`src/rtl/am_pkg.sv`:
```
// Alignment-marker constants for the per-lane AM lock stage:
// the 100GBASE-R M0..M2 table, the marker sync header and the lock FSM states.
package am_pkg;

  localparam int          AM_NUM = 20;
  localparam logic [1:0]  AM_SH  = 2'b10;

  // {M0,M1,M2} per PCS lane; M4..M6 are the bitwise inverse of these bytes.
  localparam logic [23:0] AM_TABLE [0:AM_NUM-1] = '{
    24'hC16821, 24'h9D718E, 24'h594BE8, 24'h4D957B, 24'hF50709,
    24'hDD14C2, 24'h9A4A26, 24'h7B4566, 24'hA02476, 24'h68C9FB,
    24'hFD6C99, 24'hB99155, 24'h5CB9B2, 24'h1AF8BD, 24'h83C7CA,
    24'h3536CD, 24'hC4314C, 24'hADD6B7, 24'h5F662A, 24'hC0F0E5
  };

  typedef enum logic [1:0] {
    ST_FIND_1ST = 2'd0,
    ST_COUNT    = 2'd1,
    ST_LOCKED   = 2'd2
  } am_state_t;

  // BIP3/BIP7 are deliberately excluded from the comparison.
  function automatic logic am_fields_match(input logic [65:0] blk, input logic [23:0] pat);
    return (blk[65:64] == AM_SH) && (blk[63:40] == pat) && (blk[31:8] == ~pat);
  endfunction

endpackage

```
`src/rtl/am_match.sv`:
```
// Combinational alignment-marker comparator: flags a marker block and returns
// the lowest matching lane index among the first N_ALIGNER table entries.
module am_match
  import am_pkg::*;
#(
  parameter int NB_DATA    = 66,
  parameter int N_ALIGNER  = 20,
  parameter int NB_LANE_ID = 5
) (
  input  logic [NB_DATA-1:0]    data,
  output logic                  match,
  output logic [NB_LANE_ID-1:0] lane
);

  localparam int N_CMP = (N_ALIGNER < AM_NUM) ? N_ALIGNER : AM_NUM;

  logic [N_CMP-1:0] hit;

  for (genvar k = 0; k < N_CMP; k++) begin : g_cmp
    assign hit[k] = am_fields_match(data[65:0], AM_TABLE[k]);
  end

  assign match = |hit;

  // Scan downwards so the lowest matching index is the one left in lane.
  always_comb begin
    lane = '0;
    for (int k = N_CMP - 1; k >= 0; k--) begin
      lane = hit[k] ? NB_LANE_ID'(k) : lane;
    end
  end

endmodule

```
`src/rtl/am_lock_fsm.sv`:
```
// Per-lane alignment-marker lock: find a marker, confirm it one period later,
// then track it, dropping lock after MAX_INV_AM bad markers in a row.
// Optional AM_LOCK_LOSS_CNT_EN adds a saturating lock-loss counter output.
module am_lock_fsm
  import am_pkg::*;
#(
  parameter int NB_DATA     = 66,
  parameter int N_ALIGNER   = 20,
  parameter int NB_LANE_ID  = 5,
  parameter int AM_PERIOD   = 16384,
  parameter int NB_AM_COUNT = $clog2(AM_PERIOD),
  parameter int MAX_INV_AM  = 4
) (
  input  logic                  i_clock,
  input  logic                  i_reset,
  input  logic                  i_enable,
  input  logic                  i_valid,
  input  logic [NB_DATA-1:0]    i_data,
  output logic [NB_DATA-1:0]    o_data,
  output logic                  o_valid,
  output logic                  o_lock,
  output logic [NB_LANE_ID-1:0] o_lane_id,
  output logic                  o_start_of_lane,
  output logic                  o_am_flag,
  output logic                  o_resync
`ifdef AM_LOCK_LOSS_CNT_EN
  ,
  output logic [7:0]            o_lock_loss_count
`endif
);

  localparam int                     NB_INV   = $clog2(MAX_INV_AM + 1);
  localparam logic [NB_AM_COUNT-1:0] AM_LAST  = NB_AM_COUNT'(AM_PERIOD - 1);
  localparam logic [NB_INV-1:0]      INV_LAST = NB_INV'(MAX_INV_AM - 1);

  am_state_t             state;
  logic [NB_AM_COUNT-1:0] am_count;
  logic [NB_INV-1:0]      inv_count;
  logic [NB_LANE_ID-1:0]  lane_id;
  logic                   match;
  logic [NB_LANE_ID-1:0]  match_lane;
  logic                   at_eval;
  logic                   same_lane;

  am_match #(
    .NB_DATA    (NB_DATA),
    .N_ALIGNER  (N_ALIGNER),
    .NB_LANE_ID (NB_LANE_ID)
  ) u_am_match (
    .data  (i_data),
    .match (match),
    .lane  (match_lane)
  );

  assign at_eval   = (am_count == AM_LAST);
  assign same_lane = match && (match_lane == lane_id);

  // Lock FSM, period/invalid counters and all registered outputs.
  always_ff @(posedge i_clock or posedge i_reset) begin
    if (i_reset) begin
      state           <= ST_FIND_1ST;
      am_count        <= '0;
      inv_count       <= '0;
      lane_id         <= '0;
      o_data          <= '0;
      o_valid         <= 1'b0;
      o_lock          <= 1'b0;
      o_lane_id       <= '0;
      o_start_of_lane <= 1'b0;
      o_am_flag       <= 1'b0;
      o_resync        <= 1'b0;
    end else begin
      o_data          <= i_data;
      o_valid         <= i_valid;
      o_start_of_lane <= 1'b0;
      o_am_flag       <= 1'b0;
      o_resync        <= 1'b0;
      if (!i_enable) begin
        // Disable is a silent return to search: no resync, any match ignored.
        state     <= ST_FIND_1ST;
        am_count  <= '0;
        inv_count <= '0;
        o_lock    <= 1'b0;
        o_lane_id <= '0;
      end else if (i_valid) begin
        case (state)
          ST_FIND_1ST: begin
            if (match) begin
              lane_id   <= match_lane;
              am_count  <= '0;
              state     <= ST_COUNT;
              o_am_flag <= 1'b1;
            end else begin
              state <= ST_FIND_1ST;
            end
          end
          ST_COUNT: begin
            o_am_flag <= match;
            if (at_eval) begin
              am_count <= '0;
              if (same_lane) begin
                state           <= ST_LOCKED;
                inv_count       <= '0;
                o_lock          <= 1'b1;
                o_lane_id       <= lane_id;
                o_start_of_lane <= 1'b1;
              end else begin
                // Failed confirmation: restart the search from the next block.
                state <= ST_FIND_1ST;
              end
            end else begin
              am_count <= am_count + NB_AM_COUNT'(1);
            end
          end
          ST_LOCKED: begin
            o_am_flag <= match | at_eval;
            if (at_eval) begin
              am_count <= '0;
              if (same_lane) begin
                inv_count       <= '0;
                o_start_of_lane <= 1'b1;
              end else if (inv_count == INV_LAST) begin
                state     <= ST_FIND_1ST;
                inv_count <= '0;
                o_lock    <= 1'b0;
                o_lane_id <= '0;
                o_resync  <= 1'b1;
              end else begin
                inv_count <= inv_count + NB_INV'(1);
              end
            end else begin
              am_count <= am_count + NB_AM_COUNT'(1);
            end
          end
          default: begin
            state     <= ST_FIND_1ST;
            am_count  <= '0;
            inv_count <= '0;
            o_lock    <= 1'b0;
            o_lane_id <= '0;
          end
        endcase
      end else begin
        state <= state;
      end
    end
  end

`ifdef AM_LOCK_LOSS_CNT_EN
  // Saturating tally of resync pulses; only reset clears it.
  always_ff @(posedge i_clock or posedge i_reset) begin
    if (i_reset) begin
      o_lock_loss_count <= 8'd0;
    end else if (o_resync && (o_lock_loss_count != 8'hFF)) begin
      o_lock_loss_count <= o_lock_loss_count + 8'd1;
    end else begin
      o_lock_loss_count <= o_lock_loss_count;
    end
  end
`endif

endmodule

```
`config.mk`:
```
export PLATFORM = sky130hd
export DESIGN_NAME = am_lock_fsm
export DESIGN_NICKNAME = d
export VERILOG_FILES = /design/src/rtl/am_pkg.sv /design/src/rtl/am_match.sv /design/src/rtl/am_lock_fsm.sv
export SDC_FILE = /design/constraint.sdc
export NUM_CORES = 1
export LEC_CHECK = 0
export ABC_AREA = 1
export BUFFER_PORTS_ARGS = -buffer_cell sky130_fd_sc_hd__buf_4
export CORE_ASPECT_RATIO = 2
export CORE_MARGIN = 2
export CORE_UTILIZATION = 26
export DETAILED_ROUTE_END_ITERATION = 7
export PLACE_DENSITY = 0.55
export SKIP_LAST_GASP = 1
export SYNTH_ARGS = -nofsm -noshare
export SYNTH_HDL_FRONTEND = slang
export SYNTH_HIERARCHICAL = 1
export SYNTH_SLANG_ARGS = --single-unit
export TNS_END_PERCENT = 5
```
`constraint.sdc`:
```
create_clock -name i_clock -period 3.25 [get_ports i_clock]
set_input_delay 0.1625 -clock i_clock [delete_from_list [all_inputs] [get_ports i_clock]]
set_output_delay 0.1625 -clock i_clock [all_outputs]
set_load 0.02 [all_outputs]
```
==> results of run 1 <==
==> area by class of cell <==
| type | instances | area [µm²] | share of cell area, % |
|---|---|---|---|
| Clock inverter | 4 | 52.55 | 0.6702 |
| Sequential cell | 100 | 2502 | 31.91 |
| Multi-Input combinational cell | 491 | 2497 | 31.85 |
| Timing Repair Buffer | 219 | 1827 | 23.30 |
| Clock buffer | 10 | 229.0 | 2.920 |
| Tap cell | 266 | 332.8 | 4.244 |
| Inverter | 106 | 400.4 | 5.106 |
==> cells in the mapped netlist (all sizes together) (3+ instances only) <==
| cell | n | area (µm²) |
|---|---|---|
| nand3b | 4 | 30.03 |
| or2 | 3 | 18.78 |
| nand2 | 165 | 684.4 |
| o21a | 3 | 22.52 |
| a21oi | 4 | 23.77 |
| inv | 105 | 394.1 |
| nand3 | 46 | 270.3 |
| nor4 | 9 | 68.81 |
| dfrtp | 100 | 2502 |
| nand4 | 31 | 215.2 |
| nor2 | 145 | 613.1 |
| nor3 | 45 | 255.3 |
| xor2 | 3 | 26.28 |
| ha | 6 | 75.07 |
| o21ai | 14 | 81.33 |
==> timing repair <==
item / in CTS / in global routing
setup buffers: 0 / 1
gates resized for setup: 0 / 2
hold buffers: 68 / 0
endpoints found under the hold margin: 113 / 0
endpoints found under the setup margin: 0 / 9
==> cells by family (layout without fill, tap and decap cells) <==
family	after synthesis	after routing	synth area share, %
xor+xnor	4	4	0.6495
buf+inv	107	339	7.583
simple gates	454	454	40.86
flops	100	100	46.38
fa+ha+maj	6	6	1.391
compound gates	27	27	3.131
==> power by group <==
group	internal, mW	switching [mW]
sequential	1.29	0.0113
clock	0.588	0.479
combinational	0.198	0.280
==> registers in the layout (all words and copies together) (netlist names) <==
name,count
o_lane_id,5
state,2
o_resync,1
o_lock,1
lane_id,5
o_start_of_lane,1
o_am_flag,1
am_count,14
inv_count,3
o_data,66
o_valid,1
==> worst max-delay path by stage <==
stage                     from           end  slack (ns)  cells after the start
finish              i_data[24]  o_lane_id[0]        0.28                     18
global route        i_data[27]  o_lane_id[3]        0.02                     22
CTS                 i_data[20]  o_lane_id[0]        0.32                     19
detailed placement  i_data[28]  o_lane_id[0]        0.51                     17
global placement    i_data[20]  o_lane_id[3]        0.46                     18
floorplan              i_reset   am_count[0]        0.47                      1
==> layer usage <==
metal / global-route usage (%) / vias to the layer above / share of wire, %
met2: 42.11 / 177 / 58
met3: 3.171 / 81 / 3.1
met4: 16.56 / 0 / 8.0
met5: 0 / - / 0
li1: - / 2690 / -
met1: 17.68 / 2600 / 30
==> stage by stage <==
| step | setup slack, ns | utilization, % | area (µm²) |
|---|---|---|---|
| after floorplan | 0.4687 | - | 5395 |
| final | 0.2847 | 38.50 | 7841 |
| after global routing | 0.01771 | 38.50 | 7841 |
| after global placement | 0.4614 | 33.67 | 6858 |
| after CTS | 0.3163 | 38.39 | 7820 |
| after detailed placement | 0.5140 | 33.67 | 6858 |
==> worst max-delay path, delay by kind of cell <==
family          cells  cell delay (ns)
buf+inv             3             0.73
simple gates       14             2.12
compound gates      1             0.19
==> reports/qor_table.md, run 1 <==
| Result | This run | Unit |
|:---|:---|:---|
| Number of design-rule violations left by the first detailed-router iteration | 221 | - |
| Max-Slew Margin vs Limit | 51.18 | % |
| Number of I/O port buffers | 145 | - |
| Startpoint Class | primary input | - |
| Number of library cell types mapped by synthesis | 43 | - |
| Stage delay of the slowest cell on the critical path | 0.67 | ns |
| Detailed-router iteration count before antenna repair | 5 | - |
| Area of the mapped netlist | 5395 | µm² |
| Max-slew violation count | 0 | - |
| Post-layout instance count excluding filler cells | 1,196 | - |
| Routed via count divided by cell count | 4.639 | - |
| Setup TNS | 0 | ns |
| Hold Path Cell Cnt | 3 | - |
| Clock tree from TritonCTS | built | - |
| Mean area per synthesized cell | 7.729 | µm² |
| Final nets | 1,003 | - |
| Number of nets in the synthesized netlist | 774 | - |
| Cell at the slowest stage of the critical path | sky130_fd_sc_hd__nor3_1 | - |
| Required time at the endpoint of the critical path | 3.51 | ns |
| CP Capture Type | flop | - |
| Total inserted antenna cells | 0 | - |
| Final-report setup violation count | 0 | - |
| Half-perimeter wire length after placement | 17.83 | mm |
| R2R cell count | 8 | - |
| Most frequently used flop master after synthesis | sky130_fd_sc_hd__dfrtp_1 | - |
| Worst R2R Setup Slack | 1.56 | ns |
| Classification of the worst-slack hold path | in2reg | - |
| Fin crit period | 2.965 | ns |
| GRT Resource Usage Total | 21.16 | % |
| Number of max-cap violations | 0 | - |
| Most used cell along the critical path | sky130_fd_sc_hd__nand2_1 | - |
| Clock skew | 0.004059 | ns |
| Actual transition at the worst max-transition pin | 0.7267 | ns |
| Fraction of final layout cells sized beyond drive strength 1 | 25.59 | % |
| Crit path DAT | 3.22 | ns |
| Leading cell types in the layout, fill and taps excluded | 150 x sky130_fd_sc_hd__buf_4, 149 x sky130_fd_sc_hd__nand2_1, 129 x sky130_fd_sc_hd__nor2_1, 100 x sky130_fd_sc_hd__dfrtp_1, 83 x sky130_fd_sc_hd__inv_1 | - |
| Post-synthesis instance total | 698 | - |
| Endpoint of the worst hold path | o_start_of_lane | - |
| Initial antenna violation count | 0 | - |
| Total clock sinks | 100 | - |
| Std cell rows | 74 | - |
| Number of warnings reported in the yosys synthesis log | 6 | - |
| Inserted Clock Buffers | 9 | - |
| DIE HEIGHT | 207.7 | µm |
| Total gr overflow | 0 | - |
| Number of enable flip-flop cells after synthesis | 0 | - |
| Starting utilization of the core area | 26.49 | % |
| Clock root buffer | sky130_fd_sc_hd__clkbuf_16 | - |
| Maximum ir drop on the vdd rail | 187.6 | µV |
| Most common cell after layout, fill and taps aside | sky130_fd_sc_hd__buf_4 | - |
| Area added between synthesis and finish | 45.34 | % |
| End of the worst register-to-register path | am_count[6] | - |
| Launch instance of the worst min-delay path | i_enable | - |
| Global placement routability congestion | 1.095 | - |
| FF-to-FF Start | state[1] | - |
| WS Path Type | in2reg | - |
| Total instance count after detailed placement | 1,113 | - |
| Unrepaired setup endpoints after global routing | false | - |
| Share of the yosys chip area belonging to registers | 46.38 | % |
| Final period util | 91.24 | % |
| I/O Pins | 146 | - |
| Clock edge transition at the registers on the reported setup and hold paths | 0.06 | ns |
| Core outline area | 20,370 | µm² |
| Fin. Hold Viols | 0 | - |
| Post-detailed-route wirelength per cell | 18.77 | µm |
| Number of fillers in the final layout | 2,171 | - |
| Overall power | 2.842 | mW |
| Worst slack on hold paths | 0.1755 | ns |
| Number of vias after detailed routing | 5,548 | - |
| Power per unit of standard cell area | 362.4 | nW/µm² |
| Critical Path, Cell by Cell | dlygate4sd3_1, buf_4, nand2_1, nor3_1, and3_1, nand2_1, nand4_1, nor2_1, nand4_1, inv_1, nand2_1, nand2_1, nor2_2, nand3_4, a21oi_2, nand3_4, nand2_1, nand2_1 | - |
| Outcome | finished, final reports clean | - |
| DIE AREA | 21,990 | µm² |
| Proportion of register bits with asynchronous set or reset after synthesis | 100.0 | % |
| Detailed-route DRC error count | 0 | - |
| Register bit total from synthesis | 100 | - |
| Maximum number of pins on one net before global-route repair | 55 | - |
| Maximum root-to-sink buffer count | 2 | - |
| Vias in the first global route | 6,020 | - |
| Total wire length | 22.45 | mm |
| ANT nets after route | 0 | - |
| H-Tree Level Count | 3 | - |
| X dimension of the die | 105.9 | µm |
| CP max FO | 6 | - |
| First-pass GRT wire length | 33.90 | mm |
| F_max | 337.2 | MHz |
| Leakage power | 3.682 | nW |
| Clock latency on the worst-skew pair | 0.36 | ns |
Note: power is estimated with default switching activity, not from simulation.
==> run 2, diff against run 1 <==
--- a/config.mk
+++ b/config.mk
@@ -6,8 +6,9 @@
 export NUM_CORES = 1
 export LEC_CHECK = 0
 export ABC_AREA = 1
+export ABC_CLOCK_PERIOD_IN_PS = 3250
 export BUFFER_PORTS_ARGS = -buffer_cell sky130_fd_sc_hd__buf_4
-export CORE_ASPECT_RATIO = 2
+export CORE_ASPECT_RATIO = 1.1
 export CORE_MARGIN = 2
 export CORE_UTILIZATION = 26
 export DETAILED_ROUTE_END_ITERATION = 7
==> reports/qor_table.md, run 2 (synthesized netlist as in run 1, its figures left out) <==
| Result | This run | Unit | vs previous |
|:---|:---|:---|:---|
| Inserted Clock Buffers | 9 | - | unchanged |
| CP max FO | 6 | - | unchanged |
| Clock edge transition at the registers on the reported setup and hold paths | 0.07 | ns | about the same |
| Routed via count divided by cell count | 4.664 | - | +0.55% |
| Total wire length | 19.45 | mm | -13% |
| Global placement routability congestion | 1.012 | - | -7.6% |
| Core outline area | 20,440 | µm² | +0.34% |
| X dimension of the die | 141.3 | µm | +34% |
| Most used cell along the critical path | sky130_fd_sc_hd__nand2_1 | - |  |
| Number of vias after detailed routing | 5,527 | - | -0.38% |
| Required time at the endpoint of the critical path | 3.49 | ns | -0.02 ns |
| Max-slew violation count | 0 | - | unchanged |
| Leading cell types in the layout, fill and taps excluded | 149 x sky130_fd_sc_hd__nand2_1, 147 x sky130_fd_sc_hd__buf_4, 129 x sky130_fd_sc_hd__nor2_1, 100 x sky130_fd_sc_hd__dfrtp_1, 83 x sky130_fd_sc_hd__inv_1 | - |  |
| Overall power | 2.960 | mW | +4.1% |
| Leakage power | 3.696 | nW | +0.37% |
| Stage delay of the slowest cell on the critical path | 0.55 | ns | -0.12 ns |
| Total inserted antenna cells | 0 | - | unchanged |
| Number of fillers in the final layout | 2,097 | - | -3.4% |
| Classification of the worst-slack hold path | in2reg | - |  |
| Final nets | 1,000 | - | -0.30% |
| Startpoint Class | primary input | - |  |
| Net switching power of the design | 787.3 | µW | +2.3% |
| Instance area at placement | 6830 | µm² | -0.40% |
| Cell at the slowest stage of the critical path | sky130_fd_sc_hd__dlygate4sd3_1 | - |  |
| DIE HEIGHT | 155.1 | µm | -25% |
| Starting utilization of the core area | 26.40 | % | -0.089 points |
| Internal power consumption | 2.172 | mW | +4.8% |
| Number of design-rule violations left by the first detailed-router iteration | 346 | - | +57% |
| Clock tree from TritonCTS | built | - |  |
| Share of power burned in registers | 43.8 | % | -1.9 points |
| Maximum root-to-sink buffer count | 2 | - | unchanged |
| Final period util | 88.71 | % | -2.5 points |
| Hold Path Cell Cnt | 3 | - | unchanged |
| Detailed-router iteration count before antenna repair | 5 | - | unchanged |
| Outcome | finished, final reports clean | - |  |
| Maximum number of pins on one net before global-route repair | 60 | - | +9.1% |
| F_max | 346.9 | MHz | +2.9% |
| Flip-flop count of the largest register after layout | 66 | - | unchanged |
| Combined flip-flop and latch cell area | 2502 | µm² | unchanged |
| Largest regs | o_data (66), am_count (14) | - |  |
| ANT nets after route | 0 | - | unchanged |
| Clock skew | 0.005848 | ns | +0.001789 ns |
| Worst R2R Setup Slack | 1.57 | ns | about the same |
| GRT Resource Usage Total | 18.21 | % | -3.0 points |
| Half-perimeter wire length after placement | 15.63 | mm | -12% |
| Maximum ir drop on the vdd rail | 277.9 | µV | +48% |
| Crit path DAT | 3.13 | ns | -0.09 ns |
| Setup TNS | 0 | ns | unchanged |
| Area of the multi-input gates | 2484 | µm² | -0.55% |
| Power per unit of standard cell area | 377.3 | nW/µm² | +4.1% |
| First-pass GRT wire length | 30.42 | mm | -10% |
| Unrepaired setup endpoints after global routing | false | - |  |
| Part of the power in combinational logic | 15.8 | % | -1.0 points |
| DIE AREA | 21,920 | µm² | -0.32% |
| Total gr overflow | 0 | - | unchanged |
| Detailed-route DRC error count | 0 | - | unchanged |
| Most common cell after layout, fill and taps aside | sky130_fd_sc_hd__nand2_1 | - |  |
| Clock latency on the worst-skew pair | 0.35 | ns | about the same |
| Share of total power consumed by net switching | 26.60 | % | -0.49 points |
| Area added between synthesis and finish | 45.38 | % | about the same |
| CP Capture Type | flop | - |  |
| Vias in the first global route | 5,596 | - | -7.0% |
| Number of I/O port buffers | 145 | - | unchanged |
| Final-report setup violation count | 0 | - | unchanged |
| Actual transition at the worst max-transition pin | 0.7740 | ns | +0.04727 ns |
| Max-Slew Margin vs Limit | 48.40 | % | -2.8 points |
| Fin. Hold Viols | 0 | - | unchanged |
| Post-detailed-route wirelength per cell | 16.41 | µm | -13% |
| Std cell rows | 55 | - | -26% |
| Critical Path, Cell by Cell | dlygate4sd3_1, buf_4, inv_1, nand2_1, nor3_1, nand2_1, nor2_1, nand2_1, nor2_1, nor2_1, nand4_1, nor2_1, nand4_1, inv_1, nand2_1, nand2_1, nor2_2, nand3_4, a21oi_2, nand3_4, nand2_1, nand2_1 | - |  |
| WS Path Type | in2reg | - |  |
| Top reg by flops | o_data | - |  |
| Clock power share | 40.4 | % | +2.9 points |
| I/O Pins | 146 | - | unchanged |
| Number of max-cap violations | 0 | - | unchanged |
| Fraction of final layout cells sized beyond drive strength 1 | 25.51 | % | -0.080 points |
| Clock root buffer | sky130_fd_sc_hd__clkbuf_16 | - |  |
| Total clock sinks | 100 | - | unchanged |
| Fin crit period | 2.883 | ns | -0.08230 ns |
| Initial antenna violation count | 0 | - | unchanged |
| R2R cell count | 8 | - | unchanged |
| H-Tree Level Count | 3 | - | unchanged |
| Fin area | 7844 | µm² | about the same |
-- run 2: changes by cell type in the layout (fill, tap and decap cells not counted) --
cell | previous run | this run
sky130_fd_sc_hd__inv_6 | 0 | 1
sky130_fd_sc_hd__clkinv_4 | 0 | 1
sky130_fd_sc_hd__nor4_2 | 1 | 2
sky130_fd_sc_hd__nand3_1 | 40 | 41
sky130_fd_sc_hd__nor4_4 | 1 | 0
sky130_fd_sc_hd__bufinv_16 | 1 | 2
sky130_fd_sc_hd__buf_4 | 150 | 147
sky130_fd_sc_hd__clkbuf_1 | 1 | 0
sky130_fd_sc_hd__clkinvlp_4 | 3 | 1
sky130_fd_sc_hd__nand3_2 | 4 | 3
sky130_fd_sc_hd__inv_8 | 0 | 2
-- run 2: what timing repair did --
action                     CTS  global route
setup endpoints to repair    0             0
resized for setup            0             0
hold buffers                68             0
buffers inserted             0             0
hold endpoints to repair    73             0
-- run 2: cell type report --
| class | instances | area share, % |
|---|---|---|
| Tap cell | 256 | 4.084 |
| Multi-Input combinational cell | 491 | 31.66 |
| Clock buffer | 9 | 2.871 |
| Clock inverter | 7 | 1.372 |
| Inverter | 106 | 5.104 |
| Timing Repair Buffer | 216 | 23.00 |
| Sequential cell | 100 | 31.90 |
-- run 2: path summary, 6_finish.rpt --
path,start,end
max in group asynchronous,i_reset,o_data[50]
max reg2reg,state[1],am_count[13]
max,i_data[24],o_lane_id[1]
min reg2reg,o_lane_id[2],o_lane_id[2]
min in group asynchronous,i_reset,o_data[3]
min,i_enable,o_start_of_lane
-- run 2: power by group through the flow --
| stage | clock (mW) | sequential (mW) | combinational, mW |
|---|---|---|---|
| floorplan | 0 | 1.38 | 0.120 |
| global placement | 0 | 1.32 | 0.405 |
| detailed placement | 0 | 1.32 | 0.406 |
| CTS | 1.24 | 1.30 | 0.472 |
| global route | 1.30 | 1.30 | 0.507 |
| finish | 1.20 | 1.30 | 0.467 |
-- run 2: routing by layer --
layer / track usage (%) / vias up / wire (µm)
li1: - / 2680 / -
met1: 20.39 / 2615 / 7699
met2: 32.64 / 183 / 9893
met3: 3.786 / 49 / 889
met4: 9.190 / 0 / 962
met5: 0 / - / 0
-- run 2: worst max-delay path: cells and delay by family --
family / cells / cell delay, ns
compound gates: 1 / 0.20
simple gates: 17 / 1.93
buf+inv: 4 / 0.83
-- run 2: stage by stage --
step           setup slack (ns)  util, %  hold WS, ns  std cells
2_1_floorplan            0.4687        -       0.1939        698
3_3_place_gp             0.5760    33.42       0.2722       1101
3_5_place_dp             0.6152    33.42       0.2728       1101
4_1_cts                  0.4074    38.38       0.1872       1185
5_1_grt                  0.1400    38.38       0.2339       1185
6_report                 0.3670    38.38       0.2019       1185
